[src/rtl/plab4_net_domain_mux.sv]
// plab4_net_domain_mux
//   Transmit-side merge of the two ring domains onto one tagged channel.
//   Each domain is buffered in a private queue; a work-conserving
//   round-robin arbiter with grant lock selects which queue head is driven
//   onto the shared output. out_domain tags the beat (0 = d1, 1 = d2).
//
//   Optional build macro:
//     PLAB4_NET_DOMAIN_MUX_TDM_EN - replaces round-robin with strict
//     time-division (slot toggles every cycle, out_domain = slot).
//
//   Ports:
//     clk, reset (async, active-low)
//     in_val_d1/in_rdy_d1/in_msg_control_d1/in_msg_data_d1  domain-1 input
//     in_val_d2/in_rdy_d2/in_msg_control_d2/in_msg_data_d2  domain-2 input
//     out_val/out_rdy/out_msg_control/out_msg_data/out_domain  merged output

// Per-domain queue: circular buffer with occupancy counter. No bypass, and
// a full queue refuses enqueue even if it dequeues in the same cycle.
module plab4_net_domain_mux_queue #(
  parameter int p_msg_cnbits  = 44,
  parameter int p_msg_dnbits  = 32,
  parameter int p_num_entries = 2
) (
  input  logic                    clk,
  input  logic                    reset,
  input  logic                    enq_val,
  output logic                    enq_rdy,
  input  logic [p_msg_cnbits-1:0] enq_control,
  input  logic [p_msg_dnbits-1:0] enq_data,
  input  logic                    deq,
  output logic                    head_val,
  output logic [p_msg_cnbits-1:0] head_control,
  output logic [p_msg_dnbits-1:0] head_data
);

  localparam int CNT_W = $clog2(p_num_entries + 1);
  localparam int PTR_W = (p_num_entries > 1) ? $clog2(p_num_entries) : 1;

  logic [CNT_W-1:0]        cnt_q;
  logic [PTR_W-1:0]        wr_ptr_q;
  logic [PTR_W-1:0]        rd_ptr_q;
  logic [p_msg_cnbits-1:0] mem_control [p_num_entries];
  logic [p_msg_dnbits-1:0] mem_data    [p_num_entries];
  logic                    enq;

  function automatic logic [PTR_W-1:0] ptr_inc(input logic [PTR_W-1:0] ptr);
    if (ptr == PTR_W'(p_num_entries - 1)) return '0;
    else                                  return ptr + PTR_W'(1);
  endfunction

  assign enq_rdy  = (cnt_q != CNT_W'(p_num_entries));
  assign head_val = (cnt_q != '0);
  assign enq      = enq_val & enq_rdy;

  assign head_control = mem_control[rd_ptr_q];
  assign head_data    = mem_data[rd_ptr_q];

  always_ff @(posedge clk or negedge reset) begin
    if (!reset) begin
      cnt_q    <= '0;
      wr_ptr_q <= '0;
      rd_ptr_q <= '0;
    end else begin
      cnt_q <= cnt_q + CNT_W'(enq) - CNT_W'(deq);
      if (enq) wr_ptr_q <= ptr_inc(wr_ptr_q);
      if (deq) rd_ptr_q <= ptr_inc(rd_ptr_q);
    end
  end

  // Payload storage carries no reset; validity is tracked by cnt_q alone.
  always_ff @(posedge clk) begin
    if (enq) begin
      mem_control[wr_ptr_q] <= enq_control;
      mem_data[wr_ptr_q]    <= enq_data;
    end
  end

endmodule

module plab4_net_domain_mux #(
  parameter int p_msg_cnbits  = 44,
  parameter int p_msg_dnbits  = 32,
  parameter int p_num_entries = 2
) (
  input  logic                    clk,
  input  logic                    reset,

  input  logic                    in_val_d1,
  output logic                    in_rdy_d1,
  input  logic [p_msg_cnbits-1:0] in_msg_control_d1,
  input  logic [p_msg_dnbits-1:0] in_msg_data_d1,

  input  logic                    in_val_d2,
  output logic                    in_rdy_d2,
  input  logic [p_msg_cnbits-1:0] in_msg_control_d2,
  input  logic [p_msg_dnbits-1:0] in_msg_data_d2,

  output logic                    out_val,
  input  logic                    out_rdy,
  output logic [p_msg_cnbits-1:0] out_msg_control,
  output logic [p_msg_dnbits-1:0] out_msg_data,
  output logic                    out_domain
);

  logic                    ne_d1, ne_d2;
  logic [p_msg_cnbits-1:0] head_control_d1, head_control_d2;
  logic [p_msg_dnbits-1:0] head_data_d1, head_data_d2;
  logic                    grant;
  logic                    xfer;
  logic                    deq_d1, deq_d2;

  plab4_net_domain_mux_queue #(
    .p_msg_cnbits (p_msg_cnbits),
    .p_msg_dnbits (p_msg_dnbits),
    .p_num_entries(p_num_entries)
  ) u_queue_d1 (
    .clk         (clk),
    .reset       (reset),
    .enq_val     (in_val_d1),
    .enq_rdy     (in_rdy_d1),
    .enq_control (in_msg_control_d1),
    .enq_data    (in_msg_data_d1),
    .deq         (deq_d1),
    .head_val    (ne_d1),
    .head_control(head_control_d1),
    .head_data   (head_data_d1)
  );

  plab4_net_domain_mux_queue #(
    .p_msg_cnbits (p_msg_cnbits),
    .p_msg_dnbits (p_msg_dnbits),
    .p_num_entries(p_num_entries)
  ) u_queue_d2 (
    .clk         (clk),
    .reset       (reset),
    .enq_val     (in_val_d2),
    .enq_rdy     (in_rdy_d2),
    .enq_control (in_msg_control_d2),
    .enq_data    (in_msg_data_d2),
    .deq         (deq_d2),
    .head_val    (ne_d2),
    .head_control(head_control_d2),
    .head_data   (head_data_d2)
  );

`ifdef PLAB4_NET_DOMAIN_MUX_TDM_EN
  // Strict time-division: each domain owns every other cycle regardless of
  // the other's traffic, so d2 load cannot perturb d1 timing.
  logic slot_q;

  always_ff @(posedge clk or negedge reset) begin
    if (!reset) slot_q <= 1'b0;
    else        slot_q <= ~slot_q;
  end

  assign grant = slot_q;
`else
  logic prio_q;
  logic lock_q;
  logic lock_grant_q;
  logic rr_grant;

  // Priority domain first, otherwise the other if it has work. When both
  // are empty the grant rests on d1 so the idle tag reads 0.
  assign rr_grant = ne_d2 & (prio_q | ~ne_d1);

  // A stalled offer keeps its domain until it transfers; a queue that
  // becomes non-empty meanwhile cannot steal the channel.
  assign grant = lock_q ? lock_grant_q : rr_grant;

  always_ff @(posedge clk or negedge reset) begin
    if (!reset) begin
      prio_q       <= 1'b0;
      lock_q       <= 1'b0;
      lock_grant_q <= 1'b0;
    end else if (xfer) begin
      prio_q <= ~grant;
      lock_q <= 1'b0;
    end else if (out_val) begin
      lock_q       <= 1'b1;
      lock_grant_q <= grant;
    end
  end
`endif

  assign out_val    = grant ? ne_d2 : ne_d1;
  assign out_domain = grant;
  assign xfer       = out_val & out_rdy;
  assign deq_d1     = xfer & ~grant;
  assign deq_d2     = xfer & grant;

  // Payload is zeroed whenever nothing is offered so neither domain's stale
  // queue contents ever appear on the shared link.
  assign out_msg_control = !out_val ? '0 : (grant ? head_control_d2 : head_control_d1);
  assign out_msg_data    = !out_val ? '0 : (grant ? head_data_d2    : head_data_d1);

endmodule

[config.mk]
export PLATFORM = sky130hd
export DESIGN_NAME = plab4_net_domain_mux
export DESIGN_NICKNAME = d
export VERILOG_FILES = /design/src/rtl/plab4_net_domain_mux.sv
export SDC_FILE = /design/constraint.sdc
export NUM_CORES = 1
export LEC_CHECK = 0
export ABC_AREA = 1
export CAP_MARGIN = 10
export CORE_MARGIN = 3
export CORE_UTILIZATION = 30
export DETAILED_ROUTE_END_ITERATION = 8
export GPL_ROUTABILITY_DRIVEN = 0
export MAX_ROUTING_LAYER = met4
export PLACE_DENSITY = 0.53
export SYNTH_ARGS = -nofsm -noshare
export SYNTH_HDL_FRONTEND = slang
export SYNTH_SLANG_ARGS = --single-unit
[constraint.sdc]
create_clock -name clk -period 5.6 [get_ports clk]
set_input_delay 1.4 -clock clk [delete_from_list [all_inputs] [get_ports clk]]
set_output_delay 1.4 -clock clk [all_outputs]
set_load 0.01 [all_outputs]
# After elaboration in Yosys (flattened, before gate mapping)
# Memories as Yosys holds them, arrays and structs flattened.
# Cells that the tools add are included.
# classes
n_addsub	8
eq_ne	2
n_mux	16
n_bitwise	10
reduce_logical	4
# ops
cell	n
$mux W44	2
$mux W32	2
$mux W1	12
$and A1 B1 Y1	6
$reduce_bool A2 Y1	3
$add A1 B1 Y1 const B	4
$add A2 B1 Y2	2
$ne A2 B2 Y1 const B	2
$sub A2 B1 Y2	2
$not A1 Y1	3
$reduce_and A2 Y1	1
$or A1 B1 Y1	1
# word_totals
reg_bits	11
ramBits	304
in_bits	157
output_inout_bits	80
elab_cells	53
mem_count	4
# memory_table
name	words	word_bits	rd	rd_ports_with_merged_regs	write_ports	line_no	text
u_queue_d1.mem_control	2	44	1	0	1	42	logic [p_msg_cnbits-1:0] mem_control [p_num_entries];
u_queue_d2.mem_control	2	44	1	0	1	42	
u_queue_d1.mem_data	2	32	1	0	1	43	logic [p_msg_dnbits-1:0] mem_data [p_num_entries];
u_queue_d2.mem_data	2	32	1	0	1	43	

# Logic depth before layout (Yosys ltp)
# depth
depth_word	9
mapped_depth	11
ltp_nobuf	10

# Hierarchy
# A second synthesis with hierarchy kept.
# hier_totals
cells_unflattened	962
hier_area_um2	13444.1
# modules_own_cells
module	n_inst	cells_each	area_per_inst_um2	seq_area_each_um2
plab4_net_domain_mux_queue	2	264	5826.8	4664.5
plab4_net_domain_mux	1	434	1790.5	75.1

# Least setup slack after synthesis
# Ideal clock, no wire load.
# synth_path
path_type	input-to-reg
from	in in_val_d1
to	mem u_queue_d1.mem_control[1][0] (enable)
setup_ps	512
arrival_ps	4682
t_required_ps	5088
slack_ps	406
stages	2
path_buffers	0
cell_sequence	nand2_1 > nor2_1
# synth_via
elab_chain_cells	3
# synth_lines
item	line_no	text
from (decl)	88	input logic in_val_d1,
$and A1 B1 Y1	53	assign enq = enq_val & enq_rdy;
$mux W1	72	if (enq) begin
$mux W1 (implied by the code)	73	mem_control[wr_ptr_q] <= enq_control;
to (decl)	42	
# Every way passes these cells.

# Worst setup path after layout
# layout_path
from	reg u_queue_d2.cnt_q[1]
to	out out_msg_data[7]
# layout_via
elab_chain_cells	5
elab_cells_between_ends	6
classes_between	mux: 4; bitwise: 1; reduce/logical: 1
# layout_lines
item	line_no	text
from (decl)	39	logic [CNT_W-1:0] cnt_q;
from (signal assigned)	64	cnt_q <= cnt_q + CNT_W'(enq) - CNT_W'(deq);
$reduce_bool A2 Y1 *	52	assign head_val = (cnt_q != '0);
$and A1 B1 Y1	165	assign rr_grant = ne_d2 & (prio_q | ~ne_d1);
$mux W1	169	assign grant = lock_q ? lock_grant_q : rr_grant;
$mux W32 / $mux W1 (equally long branches)	195, 186	
$mux W32 *	195	assign out_msg_data = !out_val ? '0 : (grant ? head_data_d2 : head_data_d1);
to (decl)	101	output logic [p_msg_dnbits-1:0] out_msg_data,
# Mark *: on every way between the ends. The rest lies on a longest branch, timed or not.

==> impl_metrics.ini <==
[setup_path]
reg2reg_from = u_queue_d2.cnt_q[1]
cp_top_family = buffers and inverters
cp.buffers_inverters = 2
critPathSlowestCell = inv_4
end_kind = primary output
crit_path_start = u_queue_d2.cnt_q[1]
slowest_delay_ps = 820
crit_type = flop to primary output
critPathRequiredTime_ps = 4200
crit_chain = nor2_1 -> nor2_2 -> nand2_2 -> nand2_4 -> inv_4 -> nand2_1 -> a21oi_1 -> clkdlybuf4s50_1
crit_path_max_fanout = 79
crit_arrival_ps = 3450
critPathLaunchType = flop

[cells_and_area]
seqCellArea_um2 = 9412
syn2layout_area_growth_pct = 32.13
fin_area_um2 = 16830
multiInputGateArea_um2 = 3005
drive_above_1_share = 0.06327
fill_cells = 3941
antenna_cells = 0
final_nets = 1509

[synth]
syn_inst = 1119
synth_top_cells_by_area = edfxtp_1, nand2_1, a21oi_1
yosysSeqAreaShare = 0.7384
syn_area_per_cell_um2 = 11.38
synth-seq-cells = 315
syn_nets = 1280
post_synth_num_cell_types = 23
synth_edf_count = 304
synthesis.area_um2 = 12740
synth_warnings = 0
synth_top_area_cell = edfxtp_1
synth_flop_cell = edfxtp_1
postSynth.asyncResetShare = 0.03492
synth_top_area_share = 0.7168

[global_route]
globalRouteTotalUtil = 0.1549
antenna_found_initial = 0
grt_pass1_wl_mm = 51.01
grt_remaining_overflow = 0
first_global_vias = 8620
grt_max_degree = 80

[floorplan]
initial_core_util = 0.3077
rows = 74
die_area_um2 = 44960
die_x_um = 212.0
pin_count = 237
core_area_um2 = 41390
die_y_um = 212.0

[sta]
setup_violations = 0
tightestPinTransition_ps = 1135
setup-tns-final_ps = 0
maxSlewViolCount = 0
slew_headroom = 0.2435
holdWs_ps = 492.8
max_freq_mhz = 206.1
finalHoldViolations = 0
rsz0062_at_grt = no
period_needed_ps = 4852
fin_crit_sh = 0.8665
skew_ps = 24.08

[power]
vdd.ir_drop.worst_mv = 0.3032
p_per_area_nw_per_um2 = 607.4
p_leak_uw = 0.006487

[routing]
top_layer = met4
met3_length_mm = 1.993
wirelength_mm = 33.86
drc_errors = 0
wl_per_cell_um = 17.75
vias = 8604
first_iter_violations = 396
post_drt_via_cell_ratio = 4.512
wl_met1_mm = 15.28
first_pass_iters = 4
wl_met2_mm = 15.90
detail-route-antenna-nets = 0

[clock_network]
clk_latency_ps = 530
cts_setup_buffers = 0
cts_sinks = 315
cts_hold_buffers = 0
clockBufferDepth = 3
cts_root_buf = clkbuf_16
h-tree-depth = 2
cts_tree = yes
cts_made_buffers = 37
cts.reportedPaths.clkPinSlew_ps = 50
ctsResizeCount = 0

[place]
dp_hpwl_mm = 19.84
dpl_cell_area_um2 = 15630
port_buffers = 236

[flow_run]
maxCapViolCount = 0

[worst_hold_path]
hold_path.startpoint = prio_q
holdCritPathClass = flop to flop

[status]
status = finished clean
cell families after synthesis:
kind of cell,Yosys count,synth area share
buf+inv,72,0.02839
simple gates,646,0.1929
xor+xnor,4,0.002750
fa+ha+maj,4,0.003930
compound gates,78,0.03360
flops,315,0.7384
placed cells by master (no fill, tap or decap), types with 4 or more instances in the layout:
cell type,count
clkinv_2,7
xnor2_1,4
inv_1,11
a21oi_1,66
buf_4,9
clkbuf_1,7
dfrtp_1,9
nand2_1,624
ha_1,4
clkbuf_16,39
edfxtp_1,304
clkdlybuf4s50_1,236
nor2_4,4
a21oi_2,10
clkinv_1,8
nor2_1,8
worst paths after layout:
kind	to	slack (ps)	depth (start not counted)
setup / recovery	out_msg_data[7]	750	8
hold / removal	prio_q	490	2
setup reg to reg	u_queue_d2.cnt_q[1]	2730	10
hold reg to reg	prio_q	490	2
max in group asynchronous	u_queue_d1.rd_ptr_q	3970	1
min in group asynchronous	u_queue_d1.wr_ptr_q	1220	1
routing by layer:
metal	global-route usage	vias up
li1	-	4189
met2	0.2458	228
met3	0.03320	42
met1	0.2013	4145
met5	-	-
met4	0.04550	0
through the flow:
step	util	setup slack, ps	power, uW	instances
CTS	0.4066	579.2	10420	1907
finish	0.4066	747.8	10220	1907
global route	0.4066	470.0	10940	1907
detailed placement	0.3777	1245	8004	1841
global placement	0.3777	1244	7983	1841
floorplan	-	406.2	5876	1119
Yosys cell counts (4+ instances only):
cell type,instances
xnor2_1,4
ha_1,4
clkbuf_1,16
buf_2,35
inv_1,11
nand2_1,624
a21oi_1,66
buf_6,5
edfxtp_1,304
a21oi_2,10
nor2_1,12
dfrtp_1,11
area by class of cell:
type / count / share of cell area
sequential: 315 / 0.5593
multi-input combinational: 732 / 0.1786
timing repair buffer: 248 / 0.1480
clock buffer: 49 / 0.06201
tap: 532 / 0.03956
clock inverter: 17 / 0.009146
inverter: 14 / 0.003420
report_power, final:
part | internal (uW) | switching, uW
clock | 1440 | 912
combinational | 1780 | 2610
sequential | 3220 | 254
total | 6450 | 3770
flip-flops by register name, summed over array words and instances, names as in the netlist:
register                cells
u_queue_d2.wr_ptr_q         1
u_queue_d2.rd_ptr_q         1
prio_q                      1
u_queue_d2.mem_control     88
u_queue_d2.mem_data        64
u_queue_d1.mem_control     88
u_queue_d1.wr_ptr_q         1
lock_q                      1
u_queue_d2.cnt_q            2
u_queue_d1.rd_ptr_q         1
u_queue_d1.cnt_q            2
lock_grant_q                1
u_queue_d1.mem_data        64
worst reg2reg max path: stages, from the launching register on:
cell and delay (ps):
dfrtp_1 410, nor2_1 200, nor2_2 60, nand2_2 90
nand2_4 220, inv_4 830, nor2_1 230, ha_1 340
inv_1 40, ha_1 200, xnor2_1 130
(Power assumes the default switching activity.)
